File: src/rtl/serial_frame_pkg.sv
// serial_frame_pkg: frame constants and receiver state encoding shared by the serializer and serial_frame_rx.
package serial_frame_pkg;
    typedef enum logic [1:0] {RECOVER, IDLE, DATA, STOP} state_e;
    localparam int DATA_BITS_DEFAULT = 8;
    localparam int FRAME_BITS = DATA_BITS_DEFAULT + 2;
    localparam logic IDLE_LEVEL = 1'b1;
    localparam logic START_LEVEL = 1'b0;
    localparam logic STOP_LEVEL = 1'b1;
endpackage

File: src/rtl/sipo_shift.sv
// sipo_shift: serial-in/parallel-out register; first bit shifted in ends up at bit 0 after W shifts.
module sipo_shift #(
    parameter int W = 8
) (
    input  logic         clk,
    input  logic         rst,
    input  logic         clr_i,
    input  logic         en_i,
    input  logic         d_i,
    output logic [W-1:0] q_o
);
    logic [W-1:0] shreg_q;
    always_ff @(posedge clk or posedge rst) begin
        if (rst) shreg_q <= '0;
        else if (clr_i) shreg_q <= '0;
        else if (en_i) shreg_q <= {d_i, shreg_q[W-1:1]};
    end
    assign q_o = shreg_q;
endmodule

File: src/rtl/serial_frame_rx.sv
// serial_frame_rx: 8N1-style frame receiver with one-entry valid/ready holding register.
// Optional saturating error counter enabled by SERIAL_FRAME_RX_ERR_CNT_EN.
module serial_frame_rx
    import serial_frame_pkg::*;
#(
    parameter int DATA_BITS = DATA_BITS_DEFAULT,
    parameter int ERR_CNT_W = 8
) (
    input  logic                 clk,
    input  logic                 reset,
    input  logic                 serial_in,
    output logic [DATA_BITS-1:0] rx_data,
    output logic                 rx_valid,
    input  logic                 rx_ready,
    output logic                 frame_err,
    output logic                 overrun,
    output logic                 busy,
    output logic [ERR_CNT_W-1:0] err_count
);
    localparam int CNT_W = $clog2(DATA_BITS + 1);
    state_e               state_q;
    logic [CNT_W-1:0]     cnt_q;
    logic [DATA_BITS-1:0] rx_data_q, shift_q;
    logic                 rx_valid_q, frame_err_q, overrun_q;
    logic                 shift_en, shift_clr, last_bit, good_stop;

    assign shift_en  = state_q == DATA;
    assign shift_clr = state_q == IDLE && serial_in == START_LEVEL;
    assign last_bit  = cnt_q == CNT_W'(DATA_BITS - 1);
    assign good_stop = state_q == STOP && serial_in == STOP_LEVEL;

    sipo_shift #(.W(DATA_BITS)) u_sipo (
        .clk   (clk),
        .rst   (reset),
        .clr_i (shift_clr),
        .en_i  (shift_en),
        .d_i   (serial_in),
        .q_o   (shift_q)
    );

    // RECOVER waits for a high line so the serializer's post-reset zeros never look like a start bit.
    always_ff @(posedge clk or posedge reset) begin
        if (reset) begin
            state_q     <= RECOVER;
            cnt_q       <= '0;
            rx_data_q   <= '0;
            rx_valid_q  <= 1'b0;
            frame_err_q <= 1'b0;
            overrun_q   <= 1'b0;
        end else begin
            frame_err_q <= 1'b0;
            overrun_q   <= 1'b0;
            case (state_q)
                RECOVER: if (serial_in == IDLE_LEVEL) state_q <= IDLE;
                IDLE: if (serial_in == START_LEVEL) begin
                    state_q <= DATA;
                    cnt_q   <= '0;
                end
                DATA: begin
                    cnt_q <= cnt_q + 1'b1;
                    if (last_bit) state_q <= STOP;
                end
                STOP: if (serial_in == STOP_LEVEL) state_q <= IDLE;
                else begin
                    state_q     <= RECOVER;
                    frame_err_q <= 1'b1;
                end
                default: state_q <= RECOVER;
            endcase
            if (good_stop && (!rx_valid_q || rx_ready)) begin
                rx_data_q  <= shift_q;
                rx_valid_q <= 1'b1;
            end else if (good_stop) overrun_q <= 1'b1;
            else if (rx_valid_q && rx_ready) rx_valid_q <= 1'b0;
        end
    end

    assign rx_data   = rx_data_q;
    assign rx_valid  = rx_valid_q;
    assign frame_err = frame_err_q;
    assign overrun   = overrun_q;
    assign busy      = state_q == DATA || state_q == STOP;

`ifdef SERIAL_FRAME_RX_ERR_CNT_EN
    logic [ERR_CNT_W-1:0] err_cnt_q;
    always_ff @(posedge clk or posedge reset) begin
        if (reset) err_cnt_q <= '0;
        else if ((frame_err_q || overrun_q) && err_cnt_q != '1) err_cnt_q <= err_cnt_q + 1'b1;
    end
    assign err_count = err_cnt_q;
`else
    assign err_count = '0;
`endif
endmodule

File: config.mk
export PLATFORM = sky130hd
export DESIGN_NAME = serial_frame_rx
export DESIGN_NICKNAME = d
export VERILOG_FILES = /design/src/rtl/serial_frame_pkg.sv /design/src/rtl/sipo_shift.sv /design/src/rtl/serial_frame_rx.sv
export SDC_FILE = /design/constraint.sdc
export NUM_CORES = 1
export LEC_CHECK = 0
export CORE_MARGIN = 1
export CORE_UTILIZATION = 61
export CTS_BUF_LIST = sky130_fd_sc_hd__clkbuf_4 sky130_fd_sc_hd__clkbuf_8 sky130_fd_sc_hd__clkbuf_16
export DETAILED_ROUTE_END_ITERATION = 7
export DONT_BUFFER_PORTS = 1
export GPL_TIMING_DRIVEN = 0
export PLACE_DENSITY = 0.77
export SKIP_CTS_REPAIR_TIMING = 1
export SLEW_MARGIN = 40
export SYNTH_ARGS = -nofsm -noshare
export SYNTH_HDL_FRONTEND = slang
export SYNTH_SLANG_ARGS = --single-unit
export TNS_END_PERCENT = 1
File: constraint.sdc
create_clock -name clk -period 2.2 [get_ports clk]
set_clock_uncertainty 0.1 [all_clocks]
set_input_delay 0.33 -clock clk [delete_from_list [all_inputs] [get_ports clk]]
set_output_delay 0.33 -clock clk [all_outputs]
set_load 0.01 [all_outputs]
==> results of run 1 <==
[synth_stat cells (2+ instances only)]
library cell | instances | area share
dfrtp_1 | 25 | 0.50
nor2_1 | 11 | 0.033
buf_4 | 9 | 0.054
mux2_1 | 8 | 0.072
mux2i_1 | 7 | 0.056
ha_1 | 6 | 0.060
nand2_1 | 4 | 0.012
inv_1 | 3 | 0.0090
nand2b_1 | 3 | 0.015
o21ai_1 | 3 | 0.012
mux2_4 | 2 | 0.024
nor2b_1 | 2 | 0.0099
o21ai_0 | 2 | 0.0080
[kinds of logic after synthesis]
logic type | synth area share
buffers and inverters | 0.07860
multiplexers | 0.1512
flip-flops | 0.4975
other | 0.002982
AO/OA/AOI/OAI | 0.08955
AND/OR/NAND/NOR | 0.1204
adder cells (fa/ha/maj) | 0.05970
[cell usage in the layout, fill, tap and decap left out]
| master | count |
|---|---|
| nor3_1 | 1 |
| inv_2 | 1 |
| buf_2 | 1 |
| nand2_2 | 1 |
| a22o_1 | 1 |
| ha_1 | 6 |
| a2bb2oi_2 | 1 |
| inv_1 | 2 |
| mux2i_1 | 7 |
| nand2_1 | 4 |
| o22a_1 | 1 |
| clkinvlp_4 | 1 |
| nand3b_2 | 1 |
| nand3_1 | 1 |
| o21ai_1 | 3 |
| nor2b_1 | 2 |
| conb_1 | 8 |
| or3b_1 | 1 |
| o31ai_1 | 1 |
| dlygate4sd3_1 | 1 |
| dfrtp_1 | 25 |
| a211oi_2 | 1 |
| and2_1 | 1 |
| o21ai_0 | 2 |
| a21oi_4 | 1 |
| clkbuf_1 | 1 |
| clkbuf_4 | 3 |
| nand2b_1 | 3 |
| mux2_1 | 8 |
| buf_4 | 10 |
| a32o_1 | 1 |
| buf_6 | 1 |
| and2b_1 | 1 |
| nor3b_1 | 1 |
| a31o_2 | 1 |
| or2_1 | 1 |
| mux2_4 | 2 |
| nor2_1 | 11 |
[per-stage QoR]
step	utilization	area (um^2)	setup slack [ns]	hold WS, ns	cells
after floorplan	-	1284	0.5276	0.2573	113
after global placement	0.6785	1318	0.4535	0.3608	140
after detailed placement	0.6785	1318	0.4311	0.1841	140
after CTS	0.6939	1348	0.05609	-0.1853	144
after global routing	0.7030	1365	0.007834	0.02610	146
final	0.7030	1365	0.1410	0.03681	146
[power by group through the flow]
stage / combinational, mW / clock [mW] / sequential (mW)
final: 0.738 / 0.211 / 0.795
after floorplan: 0.604 / 0 / 0.773
after CTS: 0.716 / 0.218 / 0.805
after detailed placement: 0.711 / 0 / 0.815
after global routing: 0.807 / 0.233 / 0.821
after global placement: 0.675 / 0 / 0.803
[layout make-up]
cell class	count	area share
Clock buffer	3	0.01650
Inverter	3	0.008249
Multi-Input combinational cell	73	0.4097
Sequential cell	25	0.4583
Timing Repair Buffer	2	0.01283
Clock inverter	1	0.005500
Buffer	12	0.06416
Tap cell	27	0.02475
[metal layers]
layer / vias to the layer above / routed length [um] / GRT usage
met5: - / 0 / 0
met4: 0 / 21 / 0.08571
met3: 4 / 61 / 0.04231
met2: 14 / 989 / 0.3370
met1: 372 / 933 / 0.2568
li1: 370 / - / -
[critical path: cells and delay by family, from the launching register on]
family        cells  cell delay [ns]
buf+inv           3             0.53
flops             1             0.40
simple gates      1             0.20
fa+ha+maj         1             0.18
[worst max path at each step]
stage,slack [ns],startpoint,depth (start not counted),end
finish,0.14,state_q[0],5,busy
global route,0.008,state_q[0],5,busy
CTS,0.06,state_q[0],5,busy
detailed placement,0.43,state_q[0],5,busy
global placement,0.45,state_q[0],5,busy
floorplan,0.53,state_q[0],5,busy
[sequential cells by signal (all words and copies together) (netlist names)]
register    flops
rx_data         8
u_sipo.q_o      8
cnt_q           4
state_q         2
frame_err       1
overrun         1
rx_valid        1
==> metrics.yaml, run 1 <==
max-clock-path-buffers: 2
areaGrowthSynthToFinish_pct: 8.557
syn_area_per_cell_um2: 11.86
multi_input_area_um2: 559.3
p_sw_uw: 680.8
cap_violations: 0
ys_ff_latch: 25
whs_endpoint: "u_sipo.q_o[7]"
slowest_delay_ns: 0.40
clk_pin_slew_ns: 0.13
start_util: 0.6476
syn_area_um2: 1257
vias: 760
grt_overflow_total: 0
finalSetupTns_ns: 0
hold_path_startpoint: "serial_in"
clk-insertion-delay-late_ns: 0.32
cts_buffers: 3
dieWidth_um: 47.40
ys_types: 34
period_share: 0.9359
drive_gt1_frac: 0.2101
seqPwrFrac: 0.456
antenna_cells: 0
power_mw: 1.744
p_clk_frac: 0.121
netlist_instances: 106
die_area_um2: 2247
irDropWorstVdd_mv: 0.9229
intPower_mw: 1.063
r2r-end: "state_q[1]"
outcome: "finished, final reports clean"
crit_fanout: 10
rsz0062_at_grt: "no"
setup-violations-final: 0
p_comb_frac: 0.423
tightest_slew_ns: 0.5197
async_flop_share: 1.000
critical_path_class: "reg -> out"
ant_nets: 0
portBuffers: 0
min_delay_path_depth: 1
min_period_ns: 2.059
core.rowCount: 16
register_area_um2: 625.6
worstReg2RegStart: "state_q[0]"
synth_edf_count: 0
grt_pass1_wl_um: 3153
grt_start_max_net_pins: 26
htreeDepth: 1
synthFlopType: "dfrtp_1"
hpwl_um: 1434
ys_seq_area_frac: 0.4975
cts-root-buf: "clkbuf_4"
gp_congestion: 0.7913
io_pins: 24
fillers: 149
worstPathArrival_ns: 1.63
power_density_nw_per_um2: 1278
dr.pass1.iters: 4
viasPerCell: 5.205
wl_um: 2006
slew_viol_final: 0
hold_path_class: "in -> reg"
grt_usage: 0.2032
tritoncts: "done"
core_um2: 1942
reg2reg_depth: 5
fin_nets: 130
cp-start-kind: "register"
p_leak_nw: 0.6878
cts.sinks: 25
yosysWarnings: 0
crit_chain: "inv_1 > ha_1 > buf_6 > buf_2 > or2_1"
detail_route.drc_violations: 0
antenna_found_initial: 0
required_ns: 1.77
p_sw_frac: 0.3904
fmax_mhz: 485.7
drtIter0Drc: 16
slew_headroom: 0.6531
crit_slowest_cell: "dfrtp_1"
wire_per_inst_um: 13.74
grt_pass1_vias: 736
r2r_slack_ns: 0.40
dieHeight_um: 47.40
hold_viol: 0
endpoint_kind: "output port"
Power figures use the tool's default switching activity.
==> inputs of run 2 (changes only) <==
--- a/config.mk
+++ b/config.mk
@@ -6,15 +6,16 @@
 export NUM_CORES = 1
 export LEC_CHECK = 0
 export CORE_MARGIN = 1
-export CORE_UTILIZATION = 61
+export CORE_UTILIZATION = 55
 export CTS_BUF_LIST = sky130_fd_sc_hd__clkbuf_4 sky130_fd_sc_hd__clkbuf_8 sky130_fd_sc_hd__clkbuf_16
 export DETAILED_ROUTE_END_ITERATION = 7
 export DONT_BUFFER_PORTS = 1
 export GPL_TIMING_DRIVEN = 0
-export PLACE_DENSITY = 0.77
+export PLACE_DENSITY = 0.7
 export SKIP_CTS_REPAIR_TIMING = 1
 export SLEW_MARGIN = 40
 export SYNTH_ARGS = -nofsm -noshare
 export SYNTH_HDL_FRONTEND = slang
+export SYNTH_HIERARCHICAL = 1
 export SYNTH_SLANG_ARGS = --single-unit
 export TNS_END_PERCENT = 1
==> metrics.yaml, run 2 <==
start_util: 0.6029  # was 0.6476
synth_top_area_frac: 0.5081  # was 0.4975
cap_violations: 0  # unchanged
hold_path_class: "in -> reg"  # unchanged
grt_pass1_vias: 749  # was 736
synthFlopType: "dfrtp_1"  # unchanged
ys_seq_area_frac: 0.5081  # was 0.4975
hold_path_startpoint: "serial_in"  # unchanged
dieHeight_um: 49.31  # was 47.40 um
core.rowCount: 16  # unchanged
power_mw: 1.642  # was 1.744 mW
worstPathArrival_ns: 1.64  # was 1.63 ns
grt_pass1_wl_um: 3194  # was 3153 um
fin_ws_ns: 0.1329  # was 0.1410 ns
fmax_mhz: 483.8  # was 485.7 MHz
vias: 735  # was 760
tritoncts: "done"  # unchanged
core_um2: 2042  # was 1942 um^2
cp-start-kind: "register"  # unchanged
hold_viol: 0  # unchanged
antenna_found_initial: 0  # unchanged
grt_usage: 0.1703  # was 0.2032
cts-root-buf: "clkbuf_4"  # unchanged
hpwl_um: 1365  # was 1434 um
holdWs_ns: 0.05751  # was 0.03681 ns
portBuffers: 0  # unchanged
htreeDepth: 1  # unchanged
slew_headroom: 0.5597  # was 0.6531
clk_pin_slew_ns: 0.14  # was 0.13 ns
ant_nets: 0  # unchanged
syn_area_um2: 1231  # was 1257 um^2
synth_largest_area_cell: "dfrtp_1"  # unchanged
io_pins: 24  # unchanged
fin_area_um2: 1331  # was 1365 um^2
layout_common_cells: "dfrtp_1, mux2_1, mux2i_1"  # was dfrtp_1, nor2_1, buf_4
wl_um: 1833  # was 2006 um
grt_start_max_net_pins: 18  # was 26
crit_chain: "inv_1 > ha_1 > clkbuf_1 > or2_2"  # was inv_1 > ha_1 > buf_6 > buf_2 > or2_1
worst-path-buf-inv: 2  # was 3
synth.most_common_cell: "dfrtp_1"  # unchanged
synth.area.top_cells: "dfrtp_1, mux2_1, mux2i_1, ha_1, buf_4"  # was dfrtp_1, mux2_1, ha_1, mux2i_1, buf_4
drive_gt1_frac: 0.1466  # was 0.2101
antenna_cells: 0  # unchanged
period_share: 0.9396  # was 0.9359
synth_edf_count: 0  # unchanged
synthTopCellsByCount: "dfrtp_1, mux2_1, mux2i_1"  # was dfrtp_1, nor2_1, buf_4
wire_per_inst_um: 12.82  # was 13.74 um
die_area_um2: 2431  # was 2247 um^2
syn_area_per_cell_um2: 11.84  # was 11.86 um^2
crit_slowest_cell: "dfrtp_1"  # unchanged
max-clock-path-buffers: 2  # unchanged
crit_fanout: 8  # was 10
rsz0062_at_grt: "no"  # unchanged
cts.sinks: 25  # unchanged
min_period_ns: 2.067  # was 2.059 ns
ys_ff_latch: 25  # unchanged
dieWidth_um: 49.31  # was 47.40 um
required_ns: 1.77  # about the same
netlist_instances: 104  # was 106
worstReg2RegStart: "state_q[0]"  # unchanged
cts_buffers: 3  # unchanged
slowest_delay_ns: 0.41  # was 0.40 ns
p_leak_nw: 0.7000  # was 0.6878 nW
async_flop_share: 1.000  # unchanged
clk-insertion-delay-late_ns: 0.32  # about the same
yosysWarnings: 6  # was 0
endpoint_kind: "output port"  # unchanged
fillers: 174  # was 149
register_area_um2: 625.6  # unchanged
viasPerCell: 5.140  # was 5.205
critical_path_class: "reg -> out"  # unchanged
finalSetupTns_ns: 0  # unchanged
irDropWorstVdd_mv: 0.8965  # was 0.9229 mV
detail_route.drc_violations: 0  # unchanged
gp_congestion: 0.8214  # was 0.7913
crit_family: "flip-flops"  # was buffers and inverters
grt_overflow_total: 0  # unchanged
drtIter0Drc: 5  # was 16
outcome: "finished, final reports clean"  # unchanged
pre_cts_slack_ns: 0.3203  # was 0.4311 ns
setup-violations-final: 0  # unchanged
worstSetupStartpoint: "state_q[0]"  # unchanged
power_density_nw_per_um2: 1234  # was 1278 nW/um^2
multi_input_area_um2: 525.5  # was 559.3 um^2
areaGrowthSynthToFinish_pct: 8.130  # was 8.557%
final_common_cell: "dfrtp_1"  # unchanged
tightest_slew_ns: 0.6598  # was 0.5197 ns
postPlaceCellArea_um2: 1291  # was 1318 um^2
ys_types: 30  # was 34
dr.pass1.iters: 4  # unchanged
slew_viol_final: 0  # unchanged
fin_nets: 127  # was 130
run 2: cell types whose count changed in the layout (fill, tap and decap cells not counted), sizes merged, moves of 2 or more:
cell    previous run  this run
nand2              5         3
nand2b             3         1
nor2              11         9
o21ai              5         2
nor2b              2         5
mux2i              7        10
run 2: path summary, 6_finish.rpt:
check | end | slack, ns | depth (start not counted)
setup / recovery | busy | 0.13 | 4
setup reg to reg | state_q[1] | 0.31 | 5
max in group asynchronous | overrun | 1.12 | 2
hold / removal | u_sipo/q_o[7] | 0.06 | 2
hold reg to reg | rx_data[0] | 0.42 | 1
min in group asynchronous | u_sipo/q_o[5] | 0.30 | 2
run 2: routing by layer:
layer | global-route usage | part of all wire | up-vias
met1 | 0.2195 | 0.46 | 350
met4 | 0.05882 | 0.0082 | 0
met2 | 0.2785 | 0.47 | 27
met5 | 0 | 0 | -
met3 | 0.04050 | 0.062 | 2
li1 | - | - | 356
run 2: final cells by class:
cell class | count | area share
flip-flops and latches | 25 | 0.4699
multi-input cells | 69 | 0.3947
plain buffers | 13 | 0.06861
well taps | 27 | 0.02538
clock buffers | 3 | 0.01692
inverters | 4 | 0.01128
repair buffers | 1 | 0.007519
clock inverters | 1 | 0.005639
run 2: cells by family (layout without fill, tap and decap cells):
family | Yosys count | after routing | synth area share
other | 1 | 8 | 0.003046
AOI/OAI and AO/OA | 9 | 9 | 0.05793
and+or+nand+nor | 26 | 26 | 0.1108
buffers and inverters | 17 | 22 | 0.08636
muxes | 20 | 20 | 0.1728
adders and majority gates | 6 | 6 | 0.06097
DFF | 25 | 25 | 0.5081
run 2: power breakdown:
group	switching, mW	internal [mW]
combinational	0.311	0.307
sequential	0.176	0.642
clock	0.137	0.0694
total	0.624	1.02
run 2: worst register-to-register path: stages (launching register included):
cell and delay, ns:
dfrtp_1 0.41, inv_1 0.11, ha_1 0.23, clkbuf_1 0.20, a221oi_2 0.36, mux2_1 0.36
run 2: stage by stage:
stage          instances    util
5_1_grt              143  0.6520
4_1_cts              142  0.6471
6_report             143  0.6520
3_3_place_gp         138  0.6324
3_5_place_dp         138  0.6324
2_1_floorplan        111       -
